===== src/rtl/serial_subtractor.sv =====
// serial_subtractor: bit-serial unsigned a - b, LSB first, one full-subtractor cell plus a borrow flip-flop.
module serial_subtractor #(
    parameter int WIDTH = 8
) (
    input  logic             clk,
    input  logic             rst,
    input  logic             start,
    input  logic [WIDTH-1:0] a,
    input  logic [WIDTH-1:0] b,
    output logic             busy,
    output logic             done,
    output logic [WIDTH-1:0] diff,
    output logic             borrow_out,
    output logic             dout_bit,
    output logic             dout_valid
);
    localparam int CW = $clog2(WIDTH);
    typedef enum logic [1:0] {IDLE, SHIFT, DONE} state_t;
    state_t           r_state;
    logic [WIDTH-1:0] r_a;
    logic [WIDTH-1:0] r_b;
    logic [WIDTH-2:0] r_res;
    logic             r_br;
    logic [CW-1:0]    r_cnt;
    logic             w_d;
    logic             w_br;
    logic [WIDTH-1:0] w_res;
    assign w_d   = r_a[0] ^ r_b[0] ^ r_br;
    assign w_br  = (~r_a[0] & r_b[0]) | (~(r_a[0] ^ r_b[0]) & r_br);
    assign w_res = {w_d, r_res};
    assign busy  = r_state != IDLE;
    // DONE accepts a new start like IDLE, giving a WIDTH+1 cycle back-to-back period
    always_ff @(posedge clk or posedge rst) begin
        if (rst) begin
            r_state    <= IDLE;
            r_a        <= '0;
            r_b        <= '0;
            r_res      <= '0;
            r_br       <= 1'b0;
            r_cnt      <= '0;
            done       <= 1'b0;
            diff       <= '0;
            borrow_out <= 1'b0;
            dout_bit   <= 1'b0;
            dout_valid <= 1'b0;
        end else begin
            done       <= 1'b0;
            dout_valid <= 1'b0;
            case (r_state)
                IDLE, DONE: begin
                    if (start) begin
                        r_a     <= a;
                        r_b     <= b;
                        r_br    <= 1'b0;
                        r_cnt   <= '0;
                        r_state <= SHIFT;
                    end else begin
                        r_state <= IDLE;
                    end
                end
                SHIFT: begin
                    r_a        <= r_a >> 1;
                    r_b        <= r_b >> 1;
                    r_res      <= w_res[WIDTH-1:1];
                    r_br       <= w_br;
                    r_cnt      <= r_cnt + CW'(1);
                    dout_bit   <= w_d;
                    dout_valid <= 1'b1;
                    if (r_cnt == CW'(WIDTH - 1)) begin
                        diff       <= w_res;
                        borrow_out <= w_br;
                        done       <= 1'b1;
                        r_state    <= DONE;
                    end
                end
                default: r_state <= IDLE;
            endcase
        end
    end
endmodule


===== config.mk =====
export PLATFORM = sky130hd
export DESIGN_NAME = serial_subtractor
export DESIGN_NICKNAME = d
export VERILOG_FILES = /design/src/rtl/serial_subtractor.sv
export SDC_FILE = /design/constraint.sdc
export NUM_CORES = 1
export LEC_CHECK = 0
export ABC_AREA = 1
export CAP_MARGIN = 10
export CORE_UTILIZATION = 48
export DETAILED_ROUTE_END_ITERATION = 6
export PLACE_DENSITY = 0.77
export SLEW_MARGIN = 20
export SYNTH_ARGS = -nofsm -noshare
export SYNTH_HDL_FRONTEND = slang
export SYNTH_SLANG_ARGS = --single-unit

===== constraint.sdc =====
create_clock -name clk -period 1.6 [get_ports clk]
set_input_delay 0.48 -clock clk [delete_from_list [all_inputs] [get_ports clk]]
set_output_delay 0.48 -clock clk [all_outputs]
set_load 0.02 [all_outputs]

==> impl_metrics.json, run 1 <==
{
  "status": "completed",
  "startpoint_type": "register",
  "synth.distinct_cells": 20,
  "tritoncts": "yes",
  "drc": 0,
  "drtAntennaViolNets": 0,
  "finalSetupViolations": 0,
  "cts-htree-levels": 2,
  "portBuffers": 31,
  "synth_edf_count": 0,
  "layout-drive-gt1-share_pct": 12.1,
  "rsz0062_at_grt": "no",
  "finalCriticalPeriod_ns": 1.53,
  "maxSlewHeadroom_pct": 84.5,
  "fp.coreArea_um2": 3690,
  "reg2reg_depth": 6,
  "ys_seq_area_share_pct": 53.8,
  "synth-main-ff-cell": "dfrtp_1",
  "endpoint": "busy",
  "avgViaCountPerCell": 4.75,
  "async_flop_share_pct": 100,
  "switchingPower_w": 0.00197,
  "r2r_slack_ns": 0.22,
  "yosys.area.top_type": "dfrtp_1",
  "skew_ns": 0.00698,
  "clkTransAtPathRegs_ns": 0.08,
  "min_path_type": "reg2reg",
  "syn-num-nets": 242,
  "crit_type": "reg2out",
  "utilization_pct": 63.5,
  "grt_overflow": 0,
  "critPathArrivalTime_ns": 1.05,
  "p_clk_share_pct": 16.8,
  "drt-pass1-iter-count": 4,
  "syn2layout_area_growth_pct": 25.9,
  "rows": 22,
  "postSynthCellCount": 220,
  "syn-cell-area_um2": 1860,
  "p_seq_share_pct": 36.3,
  "power_frac_comb_pct": 46.9,
  "clock_path_buffers": 2,
  "antenna_cells": 0,
  "synth_top_area_share_pct": 53.8,
  "grt_first_pass_wirelength_um": 6170,
  "grt_usage_pct": 20.3,
  "p_per_area_nw_per_um2": 2050,
  "finalHoldViolCount": 0,
  "cts_root_buffer": "clkbuf_8",
  "antenna_found_initial": 0,
  "dieWidth_um": 64.2,
  "drtIter0Drc": 138,
  "leakage_nw": 1.29,
  "fmax_ghz": 0.653,
  "wl_per_cell_um": 11.6,
  "cts_made_buffers": 5,
  "final-max-slew-violation-count": 0,
  "p_sw_share_pct": 41.1,
  "vias": 1450,
  "clock-sinks": 40,
  "fin_tns_setup_ns": 0,
  "initial_core_util_pct": 50.4,
  "wl_um": 3540,
  "boundaryPins": 32,
  "cp.required_ns": 1.12,
  "peakVddDrop_mv": 1.03,
  "reg2reg_from": "r_cnt[0]",
  "num-fill-cells": 331,
  "dieHeight_um": 64.2,
  "fin_nets": 278,
  "synth_top_cells_by_area": "dfrtp_1, nand2_1, inv_1",
  "r2r_end": "diff[0]",
  "clk_latency_ns": 0.29,
  "cp_max_fo": 3,
  "grt_max_degree": 41,
  "p_int_w": 0.00283,
  "synth_most_common_cell": "nand2_1",
  "cp-startpoint": "r_state[0]",
  "max_slew.worst_pin.slew_ns": 0.232,
  "die-area_um2": 4130,
  "first_global_vias": 1377,
  "synthTopCellsByCount": "nand2_1, inv_1, dfrtp_1",
  "synth_warnings": 0,
  "end_kind": "output port",
  "avgSynthCellArea_um2": 8.45,
  "dp_hpwl_um": 2270,
  "max-cap-violations": 0,
  "synth-seq-cells": 40,
  "place_congestion": 0.754,
  "min_period_over_period_pct": 95.8
}
## worst min-delay path by stage
| stage | startpoint | end | slack (ns) | depth (start not counted) |
|---|---|---|---|---|
| final | r_res[0] | diff[0] | 0.48 | 2 |
| after global routing | diff[3] | diff[3] | 0.51 | 2 |
| after CTS | diff[3] | diff[3] | 0.48 | 2 |
| after detailed placement | r_res[0] | diff[0] | 0.47 | 2 |
| after global placement | r_res[0] | diff[0] | 0.45 | 2 |
| after floorplan | r_res[0] | diff[0] | 0.44 | 2 |
## registers in the layout, indices dropped and copies added, names as in the netlist
register	flops
borrow_out	1
diff	8
done	1
dout_bit	1
dout_valid	1
r_a	8
r_b	8
r_br	1
r_cnt	3
r_res	6
r_state	2
## cell type report
cell class / count / area (um2) / area share [%]
timing repair buffer: 38 / 374 / 16.0
clock buffer: 6 / 72.6 / 3.10
clock inverter: 2 / 35.0 / 1.50
tap: 48 / 60.1 / 2.57
multi-input combinational: 127 / 631 / 26.9
sequential: 40 / 1000 / 42.8
inverter: 44 / 168 / 7.16
## power by group through the flow
stage               Sequential, W  Clock, W  Combinational, W
finish                    0.00174  0.000806           0.00225
global route              0.00180  0.000866           0.00257
CTS                       0.00175  0.000815           0.00227
detailed placement        0.00176         0           0.00231
global placement          0.00174         0           0.00223
floorplan                 0.00187         0           0.00148
## layout by cell type, fill, tap and decap left out
master	instances
a21oi_1	1
buf_4	5
dfrtp_1	40
nand2_4	2
clkdlybuf4s15_2	1
bufinv_16	1
o21ai_0	11
nand2_2	2
o21ai_2	8
inv_4	1
clkbuf_1	1
nor2_4	1
fa_1	1
buf_12	2
or2_1	1
clkdlybuf4s50_1	18
inv_2	2
dlygate4sd2_1	12
nor2_1	1
ha_1	2
clkinv_2	1
inv_1	41
clkbuf_8	5
nand2_1	69
nand3_1	28
## metal layers
layer | routed length [um] | up-vias | GRT usage, %
met2 | 1770 | 32 | 32.7
met5 | 0 | - | 0
met1 | 1570 | 674 | 25.3
met3 | 143 | 8 | 6.07
li1 | - | 736 | -
met4 | 68 | 0 | 8.61
## kinds of logic after synthesis
logic type	synth area share, %
AO/OA/AOI/OAI	7.00
adder cells (fa/ha/maj)	2.42
buffers and inverters	12.2
flip-flops	53.8
AND/OR/NAND/NOR	24.5
## critical path: stages, from the launching register on
cell and delay [ns]:
dfrtp_1 0.39, inv_2 0.07, nand2_1 0.05, clkdlybuf4s15_2 0.24
## repair_timing
| action | in CTS | in global routing |
|---|---|---|
| hold buffers | 0 | 0 |
| endpoints found under the setup margin | 13 | 1 |
| gates resized for setup | 15 | 0 |
| buffers inserted | 0 | 1 |
| gates cloned | 0 | 0 |
## stage by stage
step / hold slack (ns) / area [um2] / instances / setup WS (ns) / total power (W)
detailed placement: 0.466 / 2240 / 296 / 0.0408 / 0.00407
global placement: 0.454 / 2240 / 296 / 0.0610 / 0.00397
CTS: 0.481 / 2330 / 304 / 0.0301 / 0.00483
floorplan: 0.442 / 1860 / 220 / 0.150 / 0.00335
finish: 0.477 / 2340 / 305 / 0.0678 / 0.00481
global route: 0.511 / 2340 / 305 / 0.0219 / 0.00524
Note: power is estimated with default switching activity, not from simulation.
==> run 2: changes to the inputs <==
--- a/config.mk
+++ b/config.mk
@@ -5,11 +5,11 @@
 export SDC_FILE = /design/constraint.sdc
 export NUM_CORES = 1
 export LEC_CHECK = 0
-export ABC_AREA = 1
 export CAP_MARGIN = 10
 export CORE_UTILIZATION = 48
 export DETAILED_ROUTE_END_ITERATION = 6
-export PLACE_DENSITY = 0.77
+export GPL_TIMING_DRIVEN = 0
+export PLACE_DENSITY = 0.78
 export SLEW_MARGIN = 20
 export SYNTH_ARGS = -nofsm -noshare
 export SYNTH_HDL_FRONTEND = slang
==> impl_metrics.json, run 2 <==
{
  "fp.coreArea_um2": 3440,
  "skew_ns": 0.0113,
  "drtIter0Drc": 92,
  "synthTopCellsByCount": "dfrtp_1, nand2_1, nor2_1",
  "grt_usage_pct": 20.2,
  "syn-num-nets": 178,
  "dp_hpwl_um": 2360,
  "layout_commonest_cell": "dfrtp_1",
  "syn-cell-area_um2": 1770,
  "status": "complete, but fails checks",
  "wl_um": 3620,
  "startpoint_type": "register",
  "dieWidth_um": 62.7,
  "cts-htree-levels": 2,
  "critPathArrivalTime_ns": 1.20,
  "boundaryPins": 32,
  "synthXorXnorAreaFrac_pct": 0.495,
  "p_per_area_nw_per_um2": 2030,
  "switchingPower_w": 0.00168,
  "leakage_nw": 1.13,
  "max_slew.worst_pin.slew_ns": 0.396,
  "cp-startpoint": "r_state[0]",
  "peakVddDrop_mv": 0.902,
  "synth-seq-cells": 40,
  "synth_top_family_by_area": "simple AND/OR/NAND/NOR gates",
  "finalCriticalPeriod_ns": 1.68,
  "synth_warnings": 0,
  "initial_core_util_pct": 51.4,
  "max-cap-violations": 0,
  "clk_latency_ns": 0.30,
  "dieHeight_um": 62.7,
  "finalHoldViolCount": 0,
  "synth_top_area_share_pct": 56.6,
  "p_seq_share_pct": 37.0,
  "mostFrequentLayoutCells": "dfrtp_1, nand2_1, clkdlybuf4s50_1, dlygate4sd2_1, buf_4",
  "crit_type": "reg2out",
  "synthAdderAreaFrac_pct": 2.55,
  "fin_nets": 225,
  "place_congestion": 0.722,
  "synthSimpleGateAreaFrac_pct": 14.3,
  "yosys.area.top_type": "dfrtp_1",
  "final-max-slew-violation-count": 0,
  "cp.required_ns": 1.12,
  "post-layout-total-power_w": 0.00478,
  "avgSynthCellArea_um2": 11.3,
  "clock-sinks": 40,
  "synth_most_common_cell": "dfrtp_1",
  "grt_overflow": 0,
  "cts_made_buffers": 5,
  "synth-main-ff-cell": "dfrtp_1",
  "portBuffers": 31,
  "p_sw_share_pct": 35.2,
  "reg_top3": "diff x8, r_a x8, r_b x8",
  "clkTransAtPathRegs_ns": 0.08,
  "grt_max_degree": 25,
  "hold_slack_ns": 0.479,
  "cp_max_fo": 5,
  "drtAntennaViolNets": 0,
  "end_kind": "output port",
  "tritoncts": "yes",
  "wl_per_cell_um": 14.5,
  "p_clk_share_pct": 20.3,
  "syn2layout_area_growth_pct": 33.3,
  "first_global_vias": 1298,
  "antenna_found_initial": 0,
  "cts_root_buffer": "clkbuf_8",
  "vias": 1331,
  "avgViaCountPerCell": 5.35,
  "synthMuxAreaShare_pct": 10.4,
  "finalSetupViolations": 1,
  "clock_path_buffers": 2,
  "layout-drive-gt1-share_pct": 19.7,
  "maxSlewHeadroom_pct": 73.5,
  "reg2reg_from": "r_cnt[0]",
  "ys_seq_area_share_pct": 56.6,
  "rsz0062_at_grt": "yes",
  "die-area_um2": 3930,
  "async_flop_share_pct": 100,
  "postCtsHoldBufs": 0,
  "synth_edf_count": 0,
  "min_period_over_period_pct": 105,
  "grt_first_pass_wirelength_um": 5910,
  "synth.distinct_cells": 25,
  "synth_top_cells_by_area": "dfrtp_1, mux2_4, nand2_1",
  "antenna_cells": 0,
  "drt-pass1-iter-count": 4,
  "min_path_type": "in2async",
  "rows": 21,
  "setup_ws_ns": -0.0849,
  "synth_compound_gate_area_share_pct": 10.4,
  "postSynthCellCount": 156,
  "violations": "setup timing",
  "p_int_w": 0.00310,
  "drc": 0,
  "fmax_ghz": 0.593,
  "power_frac_comb_pct": 42.7
}
-- run 2: cell types whose count changed in the layout (fill, tap and decap cells not counted), moves of 6 or more --
cell,delta
inv_1,-37
nor2_1,+9
nand3_1,-28
nor3_1,+8
mux2i_1,+6
o21ai_2,-8
o22ai_1,+8
o21ai_0,-8
a211oi_1,+6
buf_4,+6
mux2_4,+6
nor2b_1,+7
nand2_1,-46
-- run 2: final cells by class --
| class | count | area (um2) |
|---|---|---|
| fillers | 260 | 1090 |
| flip-flops and latches | 40 | 1000 |
| multi-input cells | 100 | 677 |
| repair buffers | 41 | 394 |
| plain buffers | 9 | 75.1 |
| clock buffers | 5 | 68.8 |
| clock inverters | 2 | 60.1 |
| well taps | 46 | 57.6 |
| inverters | 6 | 22.5 |
-- run 2: power groups by stage --
| stage | Combinational (W) | Clock, W | Sequential [W] |
|---|---|---|---|
| 2_1_floorplan | 0.00120 | 0 | 0.00190 |
| 3_3_place_gp | 0.00189 | 0 | 0.00176 |
| 3_5_place_dp | 0.00197 | 0 | 0.00180 |
| 4_1_cts | 0.00198 | 0.000978 | 0.00177 |
| 5_1_grt | 0.00227 | 0.00103 | 0.00183 |
| 6_report | 0.00204 | 0.000970 | 0.00177 |
-- run 2: final timing paths --
kind                         endpoint  slack [ns]  cells after the start
setup reg to reg              diff[7]        0.05                      5
hold reg to reg            borrow_out        0.48                      2
setup / recovery                 busy       -0.08                      3
hold / removal                   done        0.48                      2
min in group clk           borrow_out        0.48                      2
max in group asynchronous      r_b[5]        0.67                      3
-- run 2: per-stage QoR --
| stage | cell area [um2] | setup slack (ns) | TNS [ns] | util [%] | instances |
|---|---|---|---|---|---|
| 2_1_floorplan | 1770 | 0.0972 | 0 | - | 156 |
| 3_3_place_gp | 2140 | -0.577 | -25.74 | 62.1 | 233 |
| 3_5_place_dp | 2160 | -0.445 | -3.30 | 62.8 | 234 |
| 4_1_cts | 2310 | -0.183 | -0.183 | 67.0 | 243 |
| 5_1_grt | 2360 | -0.131 | -0.131 | 68.4 | 249 |
| 6_report | 2360 | -0.0849 | -0.0849 | 68.4 | 249 |
-- run 2: worst max-delay path, cell delays in order (launching register included) --
cell	delay, ns
dfrtp_1	0.40
buf_6	0.14
or2_4	0.24
buf_6	0.13
-- run 2: repair_timing --
item                       4_1_cts  5_1_grt
pin swaps                        0        1
buffers inserted                 2        7
setup endpoints to repair       13        8
gates cloned                     0        0
resized for setup               22        3
-- run 2: cells by family after synthesis --
group	count (synthesis)
multiplexers	15
flip-flops	40
XOR/XNOR	1
buffers and inverters	16
AND/OR/NAND/NOR	53
AO/OA/AOI/OAI	28
adder cells (fa/ha/maj)	3
-- run 2: metal layers --
metal / GRT usage (%) / share of wire (%)
met1: 24.0 / 44
met2: 32.5 / 50
met3: 7.85 / 3.4
met4: 8.72 / 2.1
met5: 0 / 0
